[config.mk]
export PLATFORM = sky130hd
export DESIGN_NAME = apb_arbiter_master
export DESIGN_NICKNAME = d
export VERILOG_FILES = /design/src/rtl/apb_arbiter_master.sv
export SDC_FILE = /design/constraint.sdc
export NUM_CORES = 1
export LEC_CHECK = 0
export ABC_AREA = 1
export CAP_MARGIN = 20
export CELL_PAD_IN_SITES_DETAIL_PLACEMENT = 1
export CELL_PAD_IN_SITES_GLOBAL_PLACEMENT = 1
export CORE_MARGIN = 2
export CORE_UTILIZATION = 25
export CTS_BUF_LIST = sky130_fd_sc_hd__clkbuf_8 sky130_fd_sc_hd__clkbuf_16
export DETAILED_ROUTE_END_ITERATION = 8
export PLACE_DENSITY = 0.82
export SYNTH_ARGS = -nofsm -noshare
export SYNTH_HDL_FRONTEND = slang
export SYNTH_SLANG_ARGS = --single-unit
[constraint.sdc]
create_clock -name pclk -period 1.5 [get_ports pclk]
set_input_delay 0.3 -clock pclk [delete_from_list [all_inputs] [get_ports pclk]]
set_output_delay 0.3 -clock pclk [all_outputs]
set_load 0.005 [all_outputs]
[src/rtl/apb_arbiter_master.sv]
// Two-requester round-robin APB master with bounded pready timeout.
module apb_arbiter_master #(
  parameter int unsigned TIMEOUT = 16
) (
  input  logic        pclk,
  input  logic        presetn,
  input  logic [1:0]  req,
  input  logic [1:0]  req_write,
  input  logic [63:0] req_addr,
  input  logic [63:0] req_wdata,
  output logic [1:0]  done,
  output logic [31:0] rdata,
  output logic        err,
  output logic        psel,
  output logic        penable,
  output logic        pwrite,
  output logic [31:0] paddr,
  output logic [31:0] pwdata,
  input  logic [31:0] prdata,
  input  logic        pready,
  input  logic        pslverr
);

  localparam int unsigned CntW = 8;
  localparam logic [CntW-1:0] CntLast = CntW'(TIMEOUT - 1);

  typedef enum logic [1:0] {IDLE, SETUP, ACCESS, COMPLETE} state_e;

  state_e            state_q, state_d;
  logic              last_q, last_d;
  logic              win_q, win_d;
  logic [CntW-1:0]   cnt_q, cnt_d;
  logic              psel_q, psel_d;
  logic              penable_q, penable_d;
  logic              pwrite_q, pwrite_d;
  logic [31:0]       paddr_q, paddr_d;
  logic [31:0]       pwdata_q, pwdata_d;
  logic [1:0]        done_q, done_d;
  logic [31:0]       rdata_q, rdata_d;
  logic              err_q, err_d;

  // Next-state, arbitration, transfer capture and registered-output decode.
  always_comb begin
    state_d   = state_q;
    last_d    = last_q;
    win_d     = win_q;
    cnt_d     = cnt_q;
    pwrite_d  = pwrite_q;
    paddr_d   = paddr_q;
    pwdata_d  = pwdata_q;
    rdata_d   = rdata_q;
    err_d     = err_q;
    psel_d    = 1'b0;
    penable_d = 1'b0;
    done_d    = 2'b00;

    case (state_q)
      IDLE: begin
        if (|req) begin
          // Contention goes to the requester that did not win last time.
          win_d    = (req == 2'b11) ? ~last_q : req[1];
          pwrite_d = win_d ? req_write[1]     : req_write[0];
          paddr_d  = win_d ? req_addr[63:32]  : req_addr[31:0];
          pwdata_d = win_d ? req_wdata[63:32] : req_wdata[31:0];
          state_d  = SETUP;
        end
      end
      SETUP: begin
        cnt_d   = '0;
        state_d = ACCESS;
      end
      ACCESS: begin
        if (pready) begin
          err_d   = pslverr;
          rdata_d = pwrite_q ? 32'h0 : prdata;
          state_d = COMPLETE;
        end else if (cnt_q == CntLast) begin
          err_d   = 1'b1;
          rdata_d = 32'h0;
          state_d = COMPLETE;
        end else begin
          cnt_d = cnt_q + CntW'(1);
        end
      end
      COMPLETE: begin
        last_d  = win_q;
        state_d = IDLE;
      end
      default: state_d = IDLE;
    endcase

    psel_d    = (state_d == SETUP) || (state_d == ACCESS);
    penable_d = (state_d == ACCESS);
    if (state_d == COMPLETE) begin
      done_d = win_q ? 2'b10 : 2'b01;
    end
  end

  // State and output registers; reset drops any in-flight transfer.
  always_ff @(posedge pclk or negedge presetn) begin
    if (!presetn) begin
      state_q   <= IDLE;
      last_q    <= 1'b1;
      win_q     <= 1'b0;
      cnt_q     <= '0;
      psel_q    <= 1'b0;
      penable_q <= 1'b0;
      pwrite_q  <= 1'b0;
      paddr_q   <= 32'h0;
      pwdata_q  <= 32'h0;
      done_q    <= 2'b00;
      rdata_q   <= 32'h0;
      err_q     <= 1'b0;
    end else begin
      state_q   <= state_d;
      last_q    <= last_d;
      win_q     <= win_d;
      cnt_q     <= cnt_d;
      psel_q    <= psel_d;
      penable_q <= penable_d;
      pwrite_q  <= pwrite_d;
      paddr_q   <= paddr_d;
      pwdata_q  <= pwdata_d;
      done_q    <= done_d;
      rdata_q   <= rdata_d;
      err_q     <= err_d;
    end
  end

  assign psel    = psel_q;
  assign penable = penable_q;
  assign pwrite  = pwrite_q;
  assign paddr   = paddr_q;
  assign pwdata  = pwdata_q;
  assign done    = done_q;
  assign rdata   = rdata_q;
  assign err     = err_q;

endmodule

== Word-level counts from Yosys, hierarchy flattened ==
Cells that the tools add are included.
Operators by class
  add/subtract/negate cells: 1
  reductions and logical operators: 8
  bitwise logic cells: 1
  equality and inequality tests: 10
  multiplexer cells: 18
Operators by type and width (number)
  $mux 32: 5
  $mux 8: 2
  $pmux 8 s2: 1
  $eq 2x2->1 const B: 5
  $mux 2: 5
  $add 8x1->8 const B: 1
  $eq 8x4->1 const B: 1
  $pmux 2 s4: 1
  $eq 2x1->1 const B: 2
  $mux 1: 4
  $ne 2x2->1 const B: 2
  $reduce_and 2->1: 2
  $reduce_bool 2->1: 2
  $reduce_and 3->1: 1
  $logic_not 2->1: 1
  $reduce_or 2->1: 1
  $logic_or 1x1->1: 1
  $not 1->1: 1
Word-level totals
  register bits: 114
  bits of input ports: 168
  output and inout port bits: 102
  word-level logic and storage cells: 50

== Longest topological paths before layout ==
Gate-level depths: netlist of run 1.
  depth after elaboration: 6
  gate-level depth with buffers: 10
  gate-level depth less buffers: 10

== Worst setup path after synthesis of run 1 ==
OpenSTA, ideal clock, no wires.
  kind: register to register
  start: reg state_q[0]
  end: reg cnt_q[4]
  setup slack: 0.037 ns
  library setup time: 0.126 ns
  data arrival time: 1.337 ns
  required time: 1.374 ns
  stages on the path, launching flop included: 8
  clock period less this slack: 1.463 ns
  cells stage by stage: dfrtp_1 > inv_1 > ha_1 > buf_6 > or2_2 > nand3_1 > buf_4 > o21ai_0
Between the ends
  longest elaborated chain between the ends: 3
Ends and longest elaborated chain
  from (decl): RTL line 29  | state_e state_q, state_d;
  from (signal assigned): RTL line 115  | state_q <= state_d;
  $eq 2x2->1 or $eq 2x1->1 (tied branches): RTL line 57  | case (state_q)
  $ne 2x2->1 (no source line) or $reduce_bool 2->1 (tied branches)
  $reduce_and 3->1 (no source line)
  to (signal assigned): RTL line 118  | cnt_q <= cnt_d;
  to (decl): RTL line 32  | logic [CntW-1:0] cnt_q, cnt_d;
Parallel ways exist; a longest one is shown, timed or not.
A chain may end at the register's enable or synchronous reset.

== Final worst setup path of run 1 ==
  start: reg state_q[0]
  end: reg penable_q, in the netlist penable
Between the ends
  longest elaborated chain between the ends: 4
Ends and longest elaborated chain
  $mux 2: RTL line 77  | end else if (cnt_q == CntLast) begin
  $mux 2: RTL line 73  | if (pready) begin
  $pmux 2 s4 *: RTL line 57
  $eq 2x2->1 *: RTL line 93  | penable_d = (state_d == ACCESS);
  via penable_d: RTL line 34  | logic penable_q, penable_d;
  to (signal assigned): RTL line 120  | penable_q <= penable_d;
  to (decl): RTL line 34
The timed path passes the listed nets; every way through them passes the cells marked *.

==> run_results.csv, run 1 <==
group,metric,value,unit
outcome,status,"complete, but fails checks",
outcome,violations,"negative setup slack",
floorplanning,die_h,146.7,µm
global_routing,grt_pass1_vias,5768,
sta,relSlewSlack,0.6150,
min_path,holdPathStages,3,
logic_synthesis,syn_nets,773,
sta,period_share,1.015,
cts,clk_path_buf_depth,2,
routing,drt_iter0_drc,189,
cts,cts_made_buffers,17,
global_routing,grt_max_degree,88,
sta,hold_viol_final,0,
logic_synthesis,yosys.area_share.simple,0.1748,
placement,gp_congestion,0.7692,
layout,syn_to_final_growth,83.21,%
floorplanning,io_pins,270,
floorplanning,die_w,146.7,µm
placement,dp_hpwl,13780,µm
cts,clock_latency,420,ps
routing,drt_first_pass_iters,4,
sta,tightest_slew,577.5,ps
logic_synthesis,synth_seq_cells,114,
floorplanning,floorplan.initialDensity,0.2531,
global_routing,grt_pass1_wl,31220,µm
global_routing,grt_use_total,0.1847,
sta,whs,426.9,ps
worst_setup_path,crit_fanout,4,
logic_synthesis,synth.mux.area_fraction,0.002213,
sta,rsz0062_at_grt,"true",
routing,drc,0,
routing,wl_per_cell,17.26,µm
pwr,power.total,17500,µW
logic_synthesis,ys_warn_count,0,
cts,path_clk_slew,60,ps
sta,timing.final.ws_setup,-21.89,ps
floorplanning,die_area,21510,µm²
routing,wl,20720,µm
pwr,p_leak,0.004413,µW
flow_run,maxCapViolations,0,
routing,drtAntennaViolNets,0,
sta,fmax,657.1,MHz
global_routing,gr-total-overflow,0,
floorplanning,rows,52,
sta,maxSlewViolCount,0,
routing,vias_per_cell,4.474,
worst_setup_path,cp-end-kind,"register",
cts,cts_tree,"built",
logic_synthesis,synthXorXnorAreaFrac,0.001721,
worst_setup_path,required,1810,ps
cts,cts_sinks,114,
placement,dp.cells,1143,
placement,io_buffer_count,269,
worst_setup_path,arrival,1830,ps
pwr,p_per_area,1877,nW/µm²
layout,fin_cells,1200,
sta,min_period,1522,ps
logic_synthesis,yosysUniqueCellTypes,27,
sta,fin_worst_skew,9.180,ps
logic_synthesis,synth_seq_area_share,0.5609,
layout,final_common_cell,"clkdlybuf4s50_1",
layout,fin_nets,1092,
worst_setup_path,cp-start-kind,"register",
logic_synthesis,synthAdderAreaFrac,0.01721,
logic_synthesis,syn-instance-count,598,
logic_synthesis,synth_compound_area_frac,0.1677,
logic_synthesis,synth.avg_cell_area,8.509,µm²
logic_synthesis,synth_top_family_by_area,"simple AND/OR/NAND/NOR gates",
routing,vias,5369,
floorplanning,coreArea,20100,µm²
layout,final_cell_mix,"clkdlybuf4s50_1 (166), nand2_1 (118), dfrtp_1 (113), dlygate4sd2_1 (102), o21ai_1 (101)",
worst_setup_path,reg2reg_depth,10,
cts,cts.root.buffer_cell,"clkbuf_16",
cts,htreeDepth,4,
placement,pre_cts_ws,-339.0,ps
sta,setup_viol,11,
worst_setup_path,path_class,"reg -> reg",
layout,n_antenna_cell,0,
layout,drive_gt1_frac,0.1527,
layout,fillers,2320,
min_path,hold_path.class,"in -> reg",
logic_synthesis,syn_area,5089,µm²
global_routing,antenna_found_initial,0,
pwr,vdd_drop_max,0.7609,mV
[state kept, by name, indices dropped and copies added (netlist names), 2 cells and up]
signal,count
state_q,2
pwdata,32
cnt_q,8
done,2
paddr,32
rdata,32
[Yosys cell counts]
cell | number | area share
a21oi_2 | 1 | 0.0017
buf_2 | 16 | 0.016
buf_4 | 4 | 0.0059
buf_6 | 4 | 0.0089
clkbuf_1 | 9 | 0.0066
clkbuf_2 | 3 | 0.0029
dfrtp_1 | 113 | 0.56
dfstp_2 | 1 | 0.0052
ha_1 | 7 | 0.017
inv_1 | 47 | 0.035
inv_2 | 1 | 0.00074
mux2_2 | 1 | 0.0022
nand2_1 | 126 | 0.093
nand2_2 | 2 | 0.0025
nand2_4 | 1 | 0.0022
nand3_1 | 10 | 0.0098
nand3_2 | 1 | 0.0020
nand4_1 | 3 | 0.0037
nor2_1 | 74 | 0.055
nor2_2 | 1 | 0.0012
nor2_4 | 1 | 0.0022
o21ai_0 | 87 | 0.086
o21ai_1 | 79 | 0.078
o21bai_1 | 1 | 0.0015
o22ai_1 | 1 | 0.0012
or2_2 | 3 | 0.0037
xor2_1 | 1 | 0.0017
[power breakdown]
group          switching [µW]  total [µW]  internal (µW)
Combinational            3840        8040           4200
Sequential                778        5320           4540
Clock                    1640        4140           2490
[area by class of cell]
type	count	area, µm²	area share
repair buffers	335	3324	0.3566
multi-input cells	401	2021	0.2167
clock inverters	15	170.2	0.01825
flip-flops and latches	114	2854	0.3061
clock buffers	17	425.4	0.04563
inverters	48	190.2	0.02040
well taps	270	337.8	0.03624
[routing by layer]
metal / vias to the layer above / wire length (µm) / global-route usage
li1: 2577 / - / -
met1: 2589 / 8509 / 0.2144
met2: 179 / 10600 / 0.3254
met3: 24 / 1231 / 0.06156
met4: 0 / 378 / 0.05097
met5: - / 0 / 0
[through the flow]
| step | utilization | TNS [ps] | cell area, µm² |
|---|---|---|---|
| after floorplan | - | 0 | 5089 |
| after global placement | 0.4146 | -17720 | 8335 |
| after detailed placement | 0.4146 | -20410 | 8335 |
| after CTS | 0.4520 | -389.8 | 9086 |
| after global routing | 0.4637 | -4052 | 9323 |
| final | 0.4637 | -91.41 | 9323 |
[timing repair]
item	4_1_cts	5_1_grt
gates cloned	3	4
endpoints found under the hold margin	113	0
hold buffers	1	0
gates resized for setup	123	60
pin swaps	5	18
setup endpoints to repair	203	111
buffers inserted	13	7
[kinds of logic after synthesis]
family                     count (synthesis)
adders and majority gates                  7
DFF                                      114
and+or+nand+nor                          222
xor gates and xnor gates                   1
buffers and inverters                     84
muxes                                      1
AOI/OAI and AO/OA                        169
[path summary, 6_finish.rpt]
kind | slack, ps | to | from
max | -20 | penable$_DFF_PN0_ | state_q[0]$_DFF_PN0_
min | 430 | rdata[3]$_DFFE_PN0P_ | prdata[3]
max reg2reg | -20 | penable$_DFF_PN0_ | state_q[0]$_DFF_PN0_
min reg2reg | 480 | paddr[10]$_DFFE_PN0P_ | paddr[10]$_DFFE_PN0P_
max in group asynchronous | 550 | done[1]$_DFF_PN0_ | presetn
min in group asynchronous | 450 | cnt_q[4]$_DFFE_PN0P_ | presetn
[worst max-delay path, cell delays in order (launching register included)]
cell and delay (ps):
dfrtp_1 400, inv_2 140, ha_4 180, buf_8 140, inv_6 40, nor2_4 110, nand2_2 90, nand2_4 80
buf_4 110, buf_4 100, nor2_2 30
Note: power is estimated with default switching activity, not from simulation.
==> run 2, diff against run 1 <==
Settings changed: ABC_AREA 1 to unset, CAP_MARGIN 20 to 0, CORE_UTILIZATION 25 to 26, MAX_ROUTING_LAYER set to met4, PLACE_DENSITY 0.82 to 0.81.
==> run 2 against run 1 <==
Effect of this change:
- the flow still finishes with violations (negative setup slack)
- register-to-register slack got worse by 230 ps
- count of clock-buffer cells in the layout up 2
- setup slack worse by 230 ps
- via count is 11% lower
- sequential cell count is the same
- synthesized area is 1.6% lower
- first-iteration DRC count fell by 31%
- core utilization grew 4.1 points
- global-route usage down 0.40 points
==> run_results.csv, run 2 <==
group,metric,value,unit
outcome,status,"complete, but fails checks",
outcome,violations,"negative setup slack",
global_routing,gr-total-overflow,0,
worst_setup_path,cp-start-kind,"register",
placement,io_buffer_count,269,
sta,hold_viol_final,0,
sta,setup_tns,-8830,ps
floorplanning,coreArea,18830,µm²
layout,n_antenna_cell,0,
logic_synthesis,ys_warn_count,0,
worst_setup_path,arrival,2040,ps
cts,cts.root.buffer_cell,"clkbuf_16",
layout,fin_nets,966,
routing,wl,18370,µm
sta,tightest_slew,498.3,ps
min_path,hold_path.class,"in -> async",
routing,wl_per_cell,17.26,µm
logic_synthesis,synth_flop_cell,"dfrtp_1",
sta,relSlewSlack,0.6678,
pwr,vdd_drop_max,0.8219,mV
cts,cts_made_buffers,17,
sta,rsz0062_at_grt,"true",
logic_synthesis,syn_area,5009,µm²
cts,cts_sinks,114,
placement,dp_hpwl,13400,µm
layout,fin_util,0.5049,
routing,drc,0,
floorplanning,rows,50,
cts,cts_tree,"built",
pwr,power.total,16990,µW
global_routing,grt_use_total,0.1806,
logic_synthesis,synth.avg_cell_area,11.41,µm²
logic_synthesis,synth_edf_count,0,
logic_synthesis,syn-instance-count,439,
cts,path_clk_slew,60,ps
layout,final_common_cell,"clkdlybuf4s50_1",
floorplanning,die_area,20390,µm²
cts,clk_path_buf_depth,2,
worst_setup_path,cp-end-kind,"register",
routing,drt_iter0_drc,130,
layout,drive_gt1_frac,0.1978,
logic_synthesis,yosysUniqueCellTypes,37,
sta,fin_worst_skew,11.74,ps
sta,timing.final.ws_setup,-251.5,ps
pwr,p_per_area,1787,nW/µm²
worst_setup_path,crit_fanout,14,
layout,syn_to_final_growth,89.81,%
logic_synthesis,yosysMostFrequentCell,"dfrtp_1",
logic_synthesis,ys_top_cells_by_count,"dfrtp_1 (113), o21ai_0 (72), nand2_1 (69), mux2i_1 (66), a22o_1 (30)",
logic_synthesis,ys_async_sr_fraction,1.000,
sta,maxSlewViolCount,0,
sta,setup_viol,44,
logic_synthesis,synth_top_area_share,0.5646,
global_routing,grt_pass1_wl,27600,µm
logic_synthesis,synth_largest_area_cell,"dfrtp_1",
global_routing,grt_pass1_vias,5240,
global_routing,grt_max_degree,33,
pwr,p_leak,0.004543,µW
cts,clock_latency,410,ps
worst_setup_path,required,1790,ps
routing,drt_first_pass_iters,4,
logic_synthesis,yosys-top-cells-area,"dfrtp_1 (56%), mux2i_1 (13%), o21ai_0 (7.2%)",
logic_synthesis,syn_nets,614,
routing,drtAntennaViolNets,0,
cts,htreeDepth,4,
layout,final_cell_mix,"clkdlybuf4s50_1 (164), dfrtp_1 (113), dlygate4sd2_1 (102), nand2_1 (69), buf_4 (62)",
floorplanning,io_pins,270,
placement,gp_congestion,0.7966,
routing,vias,4788,
sta,fmax,571.0,MHz
floorplanning,die_w,142.8,µm
floorplanning,die_h,142.8,µm
floorplanning,floorplan.initialDensity,0.2660,
worst_setup_path,path_class,"reg -> reg",
sta,period_share,1.168,
sta,min_period,1751,ps
routing,vias_per_cell,4.500,
logic_synthesis,synth_seq_area_share,0.5698,
global_routing,antenna_found_initial,0,
logic_synthesis,synth_seq_cells,114,
flow_run,maxCapViolations,0,
run 2: final cells by class:
cell class / count / area (µm²)
Tap cell: 260 / 325.3
Inverter: 7 / 31.28
Multi-Input combinational cell: 290 / 2116
Sequential cell: 114 / 2854
Fill cell: 2041 / 9324
Clock buffer: 19 / 452.9
Clock inverter: 13 / 186.4
Timing Repair Buffer: 361 / 3541
run 2: through the flow:
step           cell area, µm²  hold slack [ps]  cells  worst slack, ps
2_1_floorplan            5055            4.409    439           -117.8
3_3_place_gp             8583            303.8   1009           -321.2
3_5_place_dp             8583            307.9   1009           -376.9
4_1_cts                  9278            407.0   1055           -251.2
5_1_grt                  9507            446.4   1064           -347.8
6_report                 9507            401.0   1064           -251.5
run 2: metal layers:
metal	vias to the layer above	track usage	wire [µm]
met2	156	0.3183	9783
li1	2271	-	-
met4	0	0.05367	282
met5	-	-	0
met3	20	0.04460	840
met1	2341	0.2029	7461
run 2: cells by family (layout without fill, tap and decap cells):
logic type / count (synthesis) / after routing / synth area share
multiplexers: 67 / 67 / 0.1341
AND/OR/NAND/NOR: 98 / 98 / 0.08494
buffers and inverters: 35 / 400 / 0.03947
flip-flops: 114 / 114 / 0.5698
adder cells (fa/ha/maj): 7 / 7 / 0.01749
XOR/XNOR: 1 / 1 / 0.001749
AO/OA/AOI/OAI: 117 / 117 / 0.1524
run 2: worst max-delay path: stages (launching register included):
cell and delay (ps):
dfrtp_1 380, or4_4 580, nor2_4 160, o21ai_4 140
buf_12 180, a22o_1 180
run 2: power breakdown:
group          switching (µW)  internal, µW  leakage, µW
Sequential                783          4530      0.00144
Combinational            3200          4110      0.00280
Clock                    1490          2870     0.000312
run 2: path summary, 6_finish.rpt:
path / from / to / slack [ps] / depth (start not counted)
worst max-delay path: cnt_q[5]$_DFFE_PN0P_ / rdata[20]$_DFFE_PN0P_ / -250 / 5
worst min-delay path: presetn / pwrite$_DFFE_PN0P_ / 400 / 2
worst max register to register: cnt_q[5]$_DFFE_PN0P_ / rdata[20]$_DFFE_PN0P_ / -250 / 5
worst min register to register: pwdata[28]$_DFFE_PN0P_ / pwdata[28]$_DFFE_PN0P_ / 470 / 2
max in group asynchronous: presetn / rdata[21]$_DFFE_PN0P_ / 560 / 3
min in group pclk: pwdata[28]$_DFFE_PN0P_ / pwdata[28]$_DFFE_PN0P_ / 470 / 2
run 2: what timing repair did:
action,in CTS,in global routing
endpoints found under the setup margin,148,60
gates resized for setup,120,50
gates cloned,0,4
pin swaps,7,8
endpoints found under the hold margin,24,0
hold buffers,1,0
setup buffers,13,5
